### src/rtl/regfile_write_arbiter_if.sv
// Write-port sharing bus: requester A (writeback), requester B (multi-cycle
// unit) and the registered register-file write port they share.
//
// Handshake: a requester raises valid with stable addr/data and holds all
// three until ready; a beat transfers on the rising clk edge where valid and
// ready are both 1. ready is combinational and at most one ready is high.
interface regfile_write_arbiter_if #(
  parameter int DATA_W = 32,
  parameter int ADDR_W = 5
);
  logic              a_valid;
  logic              a_ready;
  logic [ADDR_W-1:0] a_addr;
  logic [DATA_W-1:0] a_data;
  logic              b_valid;
  logic              b_ready;
  logic [ADDR_W-1:0] b_addr;
  logic [DATA_W-1:0] b_data;
  logic [ADDR_W-1:0] wr_addr;
  logic [DATA_W-1:0] wr_data;
  logic              wr_ctrl;
  logic              grant_src;
  logic              force_b;
  logic              zero_drop;
  // Aging state, visible for checkers
  logic [3:0]        dbg_wait_cnt;
  logic              dbg_mode;

  modport slave (
    input  a_valid, a_addr, a_data, b_valid, b_addr, b_data,
    output a_ready, b_ready, wr_addr, wr_data, wr_ctrl, grant_src,
           force_b, zero_drop, dbg_wait_cnt, dbg_mode
  );

  modport master (
    output a_valid, a_addr, a_data, b_valid, b_addr, b_data,
    input  a_ready, b_ready, wr_addr, wr_data, wr_ctrl, grant_src,
           force_b, zero_drop, dbg_wait_cnt, dbg_mode
  );
endinterface

### src/rtl/regfile_write_arbiter.sv
// Shares the single register-file write port between the writeback stage (A)
// and the multi-cycle unit (B). A has fixed priority; an aging counter forces
// B through after MAX_WAIT consecutive refused cycles. The write port is
// registered (one cycle latency) and writes to r0 are dropped with a pulse.
module regfile_write_arbiter #(
  parameter int DATA_W   = 32,
  parameter int ADDR_W   = 5,
  parameter int MAX_WAIT = 4
) (
  input logic                   clk,
  input logic                   rst_n,
  regfile_write_arbiter_if.slave bus
);

  localparam logic [3:0] MAX_W4 = 4'(MAX_WAIT);

  typedef enum logic {
    MODE_NORMAL = 1'b0,
    MODE_FORCE  = 1'b1
  } mode_t;

  mode_t             mode;
  logic [3:0]        wait_cnt;
  logic [3:0]        wait_nxt;
  logic              force_b;
  logic              a_ready;
  logic              b_ready;
  logic [ADDR_W-1:0] wr_addr;
  logic [DATA_W-1:0] wr_data;
  logic              wr_ctrl;
  logic              grant_src;
  logic              zero_drop;

  // Arbitration: A wins unless B has aged into FORCE mode
  always_comb begin
    force_b = (mode == MODE_FORCE) && bus.b_valid;
    a_ready = bus.a_valid && !force_b;
    b_ready = bus.b_valid && (!bus.a_valid || force_b);
  end

  // Next aging count: grows while B is refused, clears once B is served or idle
  always_comb begin
    wait_nxt = '0;
    if (bus.b_valid && !b_ready) begin
      wait_nxt = (wait_cnt == MAX_W4) ? wait_cnt : wait_cnt + 4'd1;
    end
  end

  // Aging FSM and registered write port
  always_ff @(posedge clk) begin
    if (!rst_n) begin
      mode      <= MODE_NORMAL;
      wait_cnt  <= '0;
      wr_addr   <= '0;
      wr_data   <= '0;
      wr_ctrl   <= 1'b0;
      grant_src <= 1'b0;
      zero_drop <= 1'b0;
    end else begin
      wait_cnt <= wait_nxt;
      mode     <= (wait_nxt == MAX_W4) ? MODE_FORCE : MODE_NORMAL;
      if (a_ready) begin
        wr_addr   <= bus.a_addr;
        wr_data   <= bus.a_data;
        grant_src <= 1'b0;
        wr_ctrl   <= (bus.a_addr != '0);
        zero_drop <= (bus.a_addr == '0);
      end else if (b_ready) begin
        wr_addr   <= bus.b_addr;
        wr_data   <= bus.b_data;
        grant_src <= 1'b1;
        wr_ctrl   <= (bus.b_addr != '0);
        zero_drop <= (bus.b_addr == '0);
      end else begin
        // No beat: write strobe and drop pulse fall, payload holds
        wr_ctrl   <= 1'b0;
        zero_drop <= 1'b0;
      end
    end
  end

  assign bus.a_ready      = a_ready;
  assign bus.b_ready      = b_ready;
  assign bus.force_b      = force_b;
  assign bus.wr_addr      = wr_addr;
  assign bus.wr_data      = wr_data;
  assign bus.wr_ctrl      = wr_ctrl;
  assign bus.grant_src    = grant_src;
  assign bus.zero_drop    = zero_drop;
  assign bus.dbg_wait_cnt = wait_cnt;
  assign bus.dbg_mode     = mode;

endmodule
### src/flat_wrapper.sv
// flat-port wrapper written by rule: the top's interface ports become plain ports
module regfile_write_arbiter_flat 
#(
  parameter int DATA_W   = 32,
  parameter int ADDR_W   = 5,
  parameter int MAX_WAIT = 4
)
  (clk, rst_n, bus_a_valid, bus_a_addr, bus_a_data, bus_b_valid, bus_b_addr, bus_b_data, bus_a_ready, bus_b_ready, bus_wr_addr, bus_wr_data, bus_wr_ctrl, bus_grant_src, bus_force_b, bus_zero_drop, bus_dbg_wait_cnt, bus_dbg_mode);
  regfile_write_arbiter_if #(.DATA_W(DATA_W), .ADDR_W(ADDR_W)) bus_i ();
  input logic clk;
  input logic rst_n;
  input wire logic [$bits(bus_i.a_valid)-1:0] bus_a_valid;
  input wire logic [$bits(bus_i.a_addr)-1:0] bus_a_addr;
  input wire logic [$bits(bus_i.a_data)-1:0] bus_a_data;
  input wire logic [$bits(bus_i.b_valid)-1:0] bus_b_valid;
  input wire logic [$bits(bus_i.b_addr)-1:0] bus_b_addr;
  input wire logic [$bits(bus_i.b_data)-1:0] bus_b_data;
  output wire logic [$bits(bus_i.a_ready)-1:0] bus_a_ready;
  output wire logic [$bits(bus_i.b_ready)-1:0] bus_b_ready;
  output wire logic [$bits(bus_i.wr_addr)-1:0] bus_wr_addr;
  output wire logic [$bits(bus_i.wr_data)-1:0] bus_wr_data;
  output wire logic [$bits(bus_i.wr_ctrl)-1:0] bus_wr_ctrl;
  output wire logic [$bits(bus_i.grant_src)-1:0] bus_grant_src;
  output wire logic [$bits(bus_i.force_b)-1:0] bus_force_b;
  output wire logic [$bits(bus_i.zero_drop)-1:0] bus_zero_drop;
  output wire logic [$bits(bus_i.dbg_wait_cnt)-1:0] bus_dbg_wait_cnt;
  output wire logic [$bits(bus_i.dbg_mode)-1:0] bus_dbg_mode;
  assign bus_i.a_valid = bus_a_valid;
  assign bus_i.a_addr = bus_a_addr;
  assign bus_i.a_data = bus_a_data;
  assign bus_i.b_valid = bus_b_valid;
  assign bus_i.b_addr = bus_b_addr;
  assign bus_i.b_data = bus_b_data;
  assign bus_a_ready = bus_i.a_ready;
  assign bus_b_ready = bus_i.b_ready;
  assign bus_wr_addr = bus_i.wr_addr;
  assign bus_wr_data = bus_i.wr_data;
  assign bus_wr_ctrl = bus_i.wr_ctrl;
  assign bus_grant_src = bus_i.grant_src;
  assign bus_force_b = bus_i.force_b;
  assign bus_zero_drop = bus_i.zero_drop;
  assign bus_dbg_wait_cnt = bus_i.dbg_wait_cnt;
  assign bus_dbg_mode = bus_i.dbg_mode;
  regfile_write_arbiter #(.DATA_W(DATA_W), .ADDR_W(ADDR_W), .MAX_WAIT(MAX_WAIT)) u_core (.clk(clk), .rst_n(rst_n), .bus(bus_i));
endmodule
### config.mk
export PLATFORM = sky130hd
export DESIGN_NAME = regfile_write_arbiter_flat
export DESIGN_NICKNAME = d
export VERILOG_FILES = /design/src/rtl/regfile_write_arbiter_if.sv /design/src/rtl/regfile_write_arbiter.sv /design/src/flat_wrapper.sv
export SDC_FILE = /design/constraint.sdc
export NUM_CORES = 1
export LEC_CHECK = 0
export BUFFER_PORTS_ARGS = -buffer_cell sky130_fd_sc_hd__buf_2
export CAP_MARGIN = 20
export CORE_AREA = 2 2 71 73
export CTS_CLUSTER_DIAMETER = 200
export DETAILED_ROUTE_END_ITERATION = 10
export DIE_AREA = 0 0 73 75
export PLACE_DENSITY_LB_ADDON = 0.15
export RECOVER_POWER = 50
export SLEW_MARGIN = 0
export SYNTH_ARGS = -nofsm -noshare
export SYNTH_HDL_FRONTEND = slang
export SYNTH_SLANG_ARGS = --single-unit
### constraint.sdc
create_clock -name clk -period 4.4 [get_ports clk]
set_input_delay 1.32 -clock clk [delete_from_list [all_inputs] [get_ports clk]]
set_output_delay 1.32 -clock clk [all_outputs]
set_load 0.01 [all_outputs]
==> results of run 1 <==
-- registers in the layout, indices dropped and copies added, names as in the netlist --
register	flops
u_core.bus.dbg_mode	1
u_core.bus.dbg_wait_cnt	4
u_core.bus.grant_src	1
u_core.bus.wr_addr	5
u_core.bus.wr_ctrl	1
u_core.bus.wr_data	32
u_core.bus.zero_drop	1
-- worst max-delay path, stage by stage --
cell	delay [ns]
buf_2	0.09
a21bo_2	0.27
and2_1	0.17
buf_2	0.13
-- area by class of cell --
cell class              count  area (um2)
fillers                   461        1850
flip-flops and latches     45         901
inverters                   4        15.0
clock inverters             1        30.0
multi-input cells         144        1120
well taps                  54        67.6
repair buffers            128         591
clock buffers               7        86.3
-- kinds of logic after synthesis --
group,share of synthesized area [%]
flip-flops,41.7
AND/OR/NAND/NOR,12.6
XOR/XNOR,0.812
multiplexers,17.6
adder cells (fa/ha/maj),1.16
buffers and inverters,6.14
AO/OA/AOI/OAI,19.9
-- worst min path at each step --
stage | slack, ns | cells past startpoint | end
6_report | 0.57 | 2 | u_core.bus.grant_src
5_1_grt | 0.62 | 3 | u_core.bus.wr_data[29]
4_1_cts | 0.57 | 2 | u_core.bus.grant_src
3_5_place_dp | 0.51 | 2 | u_core.bus.grant_src
3_3_place_gp | 0.54 | 2 | u_core.bus.grant_src
2_1_floorplan | 0.55 | 2 | u_core.bus.grant_src
-- where the power goes --
group	internal (W)	switching, W
Sequential	0.000435	0.0000132
Clock	0.000185	0.000130
Combinational	0.0000810	0.0000828
Total	0.000701	0.000226
-- per-layer routing --
metal / GRT usage (%) / vias to the layer above / share of wire [%]
met3: 8.17 / 2 / 9.5
met2: 31.7 / 81 / 48
met4: 4.94 / 0 / 0.43
met1: 21.1 / 860 / 42
li1: - / 985 / -
met5: 0 / - / 0
-- cells in the final DEF, fill, tap and decap left out --
master and instances:
buf_2 81, clkbuf_1 45, dfxtp_1 45, mux2i_1 38
nand2_1 37, o211a_1 37, clkbuf_8 6, and2_1 4
nor2_1 4, inv_1 3, and3_1 2, xnor2_1 2
o21ai_0 2, ha_1 2, buf_4 2, a21bo_2 1
inv_2 1, nand2b_1 1, nand4b_1 1, a211o_1 1
and3b_1 1, nand3b_1 1, or4_4 1, o211ai_1 1
or4_1 1, a21boi_0 1, nand3_1 1, nor2b_1 1
a211oi_1 1, nor4b_2 1, nor3_1 1, o21a_1 1
bufinv_16 1, clkbuf_2 1
-- cells in the mapped netlist, types with 2 or more instances --
cell      count  area share, %
dfxtp_1      45             42
mux2i_1      38             18
clkbuf_1      7            1.2
and3_1        2           0.58
xnor2_1       2           0.81
nand2_1      37            6.4
inv_1         3           0.52
buf_2         7            1.6
buf_6         5            2.6
nor2_1        4           0.70
and2_1        4            1.2
o211a_1      37             17
ha_1          2            1.2
o21ai_0       2           0.46
-- per-stage QoR --
step / setup WS [ns] / power, W / util, % / std cells / hold slack, ns
final: 1.09 / 0.000927 / 60.4 / 383 / 0.571
after global placement: 1.10 / 0.000625 / 59.1 / 375 / 0.535
after CTS: 1.09 / 0.000947 / 61.6 / 383 / 0.568
after global routing: 1.07 / 0.000978 / 60.4 / 383 / 0.624
after detailed placement: 1.10 / 0.000628 / 59.1 / 375 / 0.513
after floorplan: 0.922 / 0.000558 / - / 212 / 0.548
==> metrics, run 1 <==
status=completed; post-DP HPWL=3640 um; #FFs+latches synth=45; R2R depth=4; RR Endpoint=u_core.bus.wr_ctrl; I/O pins=126; CTS tree=yes; Ant. Diodes=0; WS Path Type=in2out; vias in the first global route=1,728; Die Ht=75 um; cts repair resizes=0; post-synthesis sequential area ratio=41.7%; post-CTS setup buffer count=0; DRC errors left=0; vias per std cell=5.03; TNS Setup=0 ns; ratio of final minimum period to clock period=75.1%; Clock Tree Buf Depth=2; Placed Area=2760 um2; post-route cell area=2820 um2; Critical Path AT=1.99 ns; die extent in x=73 um; share of cells above drive strength 1=28.9%; largest net degree at the start of global routing=73; first-pass detailed-route iteration total=4; Pwr Density=329 nW/um2; Max Cap Viol=0; clock tree root driver cell=clkbuf_8; hold buffers post-CTS=0; setup violators final=0; mapped cell area=2160 um2; Overflow after GRT=0; DIE AREA=5480 um2; Peak VDD IR=0.224 mV; syn_area_per_cell=10.2 um2; Top FF cell, synth=dfxtp_1; Syn Inst Count=212; post-synth cell types=31; FMAX=0.303 GHz; initial antenna violation count=0; R2R Path Start=u_core.bus.dbg_mode; Rel. slew slack=12.1%; Total GRT Usage=18.5%; I/O Buffers=125; CP endpoint=bus_b_ready; detailed-route via count=1,928; Final ANT Viol Nets=0; Worst Setup SP=bus_a_valid; first-pass GRT wire length=7800 um; Layout Skew=0.00502 ns; nature of the critical path startpoint=input port; Final Critical Period=3.31 ns; cell row count=25; Detailed Route Iter0 Violations=58; Clock Sinks=45; critical-path maximum fanout=7; htree depth=2; Worst setup EP type=output port; total CTS buffers=5; clk slew on worst S/H paths=0.08 ns; P_leak=1.62 nW; fin nets=408; WL/cell=13.4 um; Synthesis Warnings=0; asr flop ratio synth=0%; RSZ-0062 raised after global routing=no; EDFF count, synth=0; pin slew with the least headroom to its limit=1.32 ns; CP required=3.08 ns; Starting Density=46.3%; Hold Crit Class=reg2reg; clk_lat worst skew=0.29 ns; Register-to-Register Setup Slack=2.76 ns; syn nets=292; Routability Congestion=0.757; Hold Crit Start=u_core.bus.grant_src; final WL=5120 um; fin. max-slew vios=0; final hold violations=0; Core ar.=4660 um2; Layout area overhead=30.4%
Power figures use the tool's default switching activity.
==> run 2, diff against run 1 <==
- ABC_AREA: default -> 1
- CORE_AREA: 2 2 71 73 -> 2 2 75 77
- DIE_AREA: 0 0 73 75 -> 0 0 77 79
- clock period: 4.4 -> 3.3 ns (I/O delays scaled with it)
==> run 2 against run 1 <==
  * Register-to-register slack worse by 0.97 ns
  * Synthesized area up 3.1%
  * Routed wire length up 6.7%
  * First-iteration DRC count down 17%
  * Clock power down 3%
  * Via count up 25%
  * Synthesized cell count up 75%
  * Setup slack worse by 0.33 ns
  * Final cell count up 46%
  * Non-clock buffer count down 1
  * Combinational power up 27%
  * Clock skew down 0.0015 ns
  * Largest cell class unchanged
  * Largest power group unchanged
  * Highest routed layer unchanged
==> metrics, run 2 <==
status=completed; Final ANT Viol Nets=0; Overflow after GRT=0; commonest non-fill, non-tap cells in the layout=125 x nand2_1, 107 x nor2_1, 85 x buf_2, 46 x inv_1, 45 x dfxtp_1; Largest register FFs=32; CP required=2.31 ns; Clock Tree Buf Depth=2; initial antenna violation count=0; Layout area overhead=30.1%; Sw Pwr=0.000306 W; Synthesis Warnings=0; most instantiated cells after synthesis=125 x nand2_1, 107 x nor2_1, 45 x dfxtp_1, 45 x inv_1, 13 x nand3_1; Pwr Density=382 nW/um2; Worst path max stage delay=0.23 ns; vias per std cell=4.29; fin util=54.3%; Worst Setup SP=bus_a_valid; mapped cell area=2230 um2; Layout Skew=0.00355 ns; critical-path maximum fanout=9; critical-path cell list=clkbuf_1, nand2_4, inv_2, buf_2; final hold violations=0; P_int=0.000801 W; power share of the clock group=27.7%; pin slew with the least headroom to its limit=1.12 ns; Worst setup EP type=output port; fin nets=569; Final Critical Period=2.53 ns; I/O Buffers=125; sequential power share=53.4%; Core ar.=5340 um2; Comb pwr share=18.9%; post-CTS setup buffer count=0; R2R Path Start=u_core.bus.dbg_mode; Peak VDD IR=0.197 mV; cell row count=27; R2R depth=6; Rel. slew slack=25.0%; post-synthesis sequential area ratio=40.5%; I/O pins=126; vias in the first global route=2,127; ratio of final minimum period to clock period=76.7%; setup violators final=0; share of cells above drive strength 1=20.3%; CTS tree=yes; Detailed Route Iter0 Violations=48; FMAX=0.395 GHz; hold buffers post-CTS=0; Top FF cell, synth=dfxtp_1; nature of the critical path startpoint=input port; first-pass detailed-route iteration total=4; CP endpoint=bus_a_ready; pre-CTS setup slack=0.802 ns; Slowest-stage cell, CP=clkbuf_1; Routability Congestion=0.748; RR Endpoint=u_core.bus.wr_data[9]; P_leak=1.55 nW; clock tree root driver cell=clkbuf_8; largest net degree at the start of global routing=39; post-DP HPWL=3950 um; Total GRT Usage=18.2%; Clock Sinks=45; Yosys top cell area share=40.5%; Hold Crit Class=reg2reg; Sw Share=27.6%; first-pass GRT wire length=9010 um; #FFs+latches synth=45; EDFF count, synth=0; synth top area cells=dfxtp_1 40%, nand2_1 21%, nor2_1 18%, inv_1 7.6%, nand3_1 2.9%; clk_lat worst skew=0.29 ns; Syn Inst Count=370; Die Ht=79 um; Critical Path AT=1.54 ns; count leader, synth=nand2_1; DRC errors left=0; RSZ-0062 raised after global routing=no; WL/cell=9.76 um; commonest non-fill, non-tap cell in the layout=nand2_1; detailed-route via count=2,404; syn_area_per_cell=6.02 um2; Largest Register=u_core.bus.wr_data; WS Path Type=in2out; Register-to-Register Setup Slack=1.79 ns; post-synth top area cell=dfxtp_1; Ant. Diodes=0; final WL=5470 um; fin. max-slew vios=0; Max Cap Viol=0; htree depth=2; total CTS buffers=5; cts repair resizes=0; syn nets=450; Final WS setup=0.768 ns; Starting Density=41.7%; post-synth cell types=22; TNS Setup=0 ns; DIE AREA=6080 um2; asr flop ratio synth=0%; die extent in x=77 um; clk slew on worst S/H paths=0.08 ns
-- run 2: layout make-up --
type | count | area [um2]
clock buffers | 5 | 68.8
clock inverters | 1 | 5.00
fillers | 600 | 2440
inverters | 48 | 180
multi-input cells | 262 | 1060
flip-flops and latches | 45 | 901
well taps | 72 | 90.1
repair buffers | 127 | 591
-- run 2: how the worst min path moves through the flow --
stage,startpoint,to,slack (ns),cells past startpoint
final,u_core.bus.grant_src,u_core.bus.grant_src,0.54,2
after global routing,u_core.bus.wr_data[20],u_core.bus.wr_data[20],0.59,4
after CTS,u_core.bus.grant_src,u_core.bus.grant_src,0.54,2
after detailed placement,u_core.bus.grant_src,u_core.bus.grant_src,0.52,2
after global placement,u_core.bus.grant_src,u_core.bus.grant_src,0.51,2
after floorplan,u_core.bus.grant_src,u_core.bus.grant_src,0.56,2
-- run 2: kinds of logic (layout without fill, tap and decap cells) --
logic type / count (synthesis) / in the layout / synth area share (%)
fa+ha+maj: 2 / 2 / 1.12
buf+inv: 63 / 181 / 12.2
compound gates: 6 / 6 / 1.52
flops: 45 / 45 / 40.5
simple gates: 254 / 254 / 44.7
-- run 2: per-stage QoR --
step	instances	area [um2]	power [W]	hold WS [ns]
6_report	560	2900	0.00111	0.544
5_1_grt	560	2900	0.00118	0.594
4_1_cts	560	2950	0.00113	0.542
3_5_place_dp	554	2870	0.000823	0.522
3_3_place_gp	554	2870	0.000819	0.514
2_1_floorplan	370	2230	0.000726	0.559
-- run 2: layer usage --
layer,part of all wire (%),wire length [um],global-route usage [%],up-vias
li1,-,-,-,1311
met1,44,2430,20.0,1022
met2,49,2660,35.0,67
met3,6.1,332,4.43,4
met4,0.79,43,4.82,0
met5,0,0,0,-
-- run 2: power groups by stage --
stage          registers (W)  clock network (W)  logic (W)
2_1_floorplan       0.000618                  0   0.000108
3_3_place_gp        0.000602                  0   0.000217
3_5_place_dp        0.000603                  0   0.000220
4_1_cts             0.000590           0.000322   0.000221
5_1_grt             0.000595           0.000342   0.000242
6_report            0.000591           0.000307   0.000209
-- run 2: worst max-delay path: cells and delay by family --
kind,cells,cell delay [ns]
buf+inv,3,0.42
simple gates,1,0.13
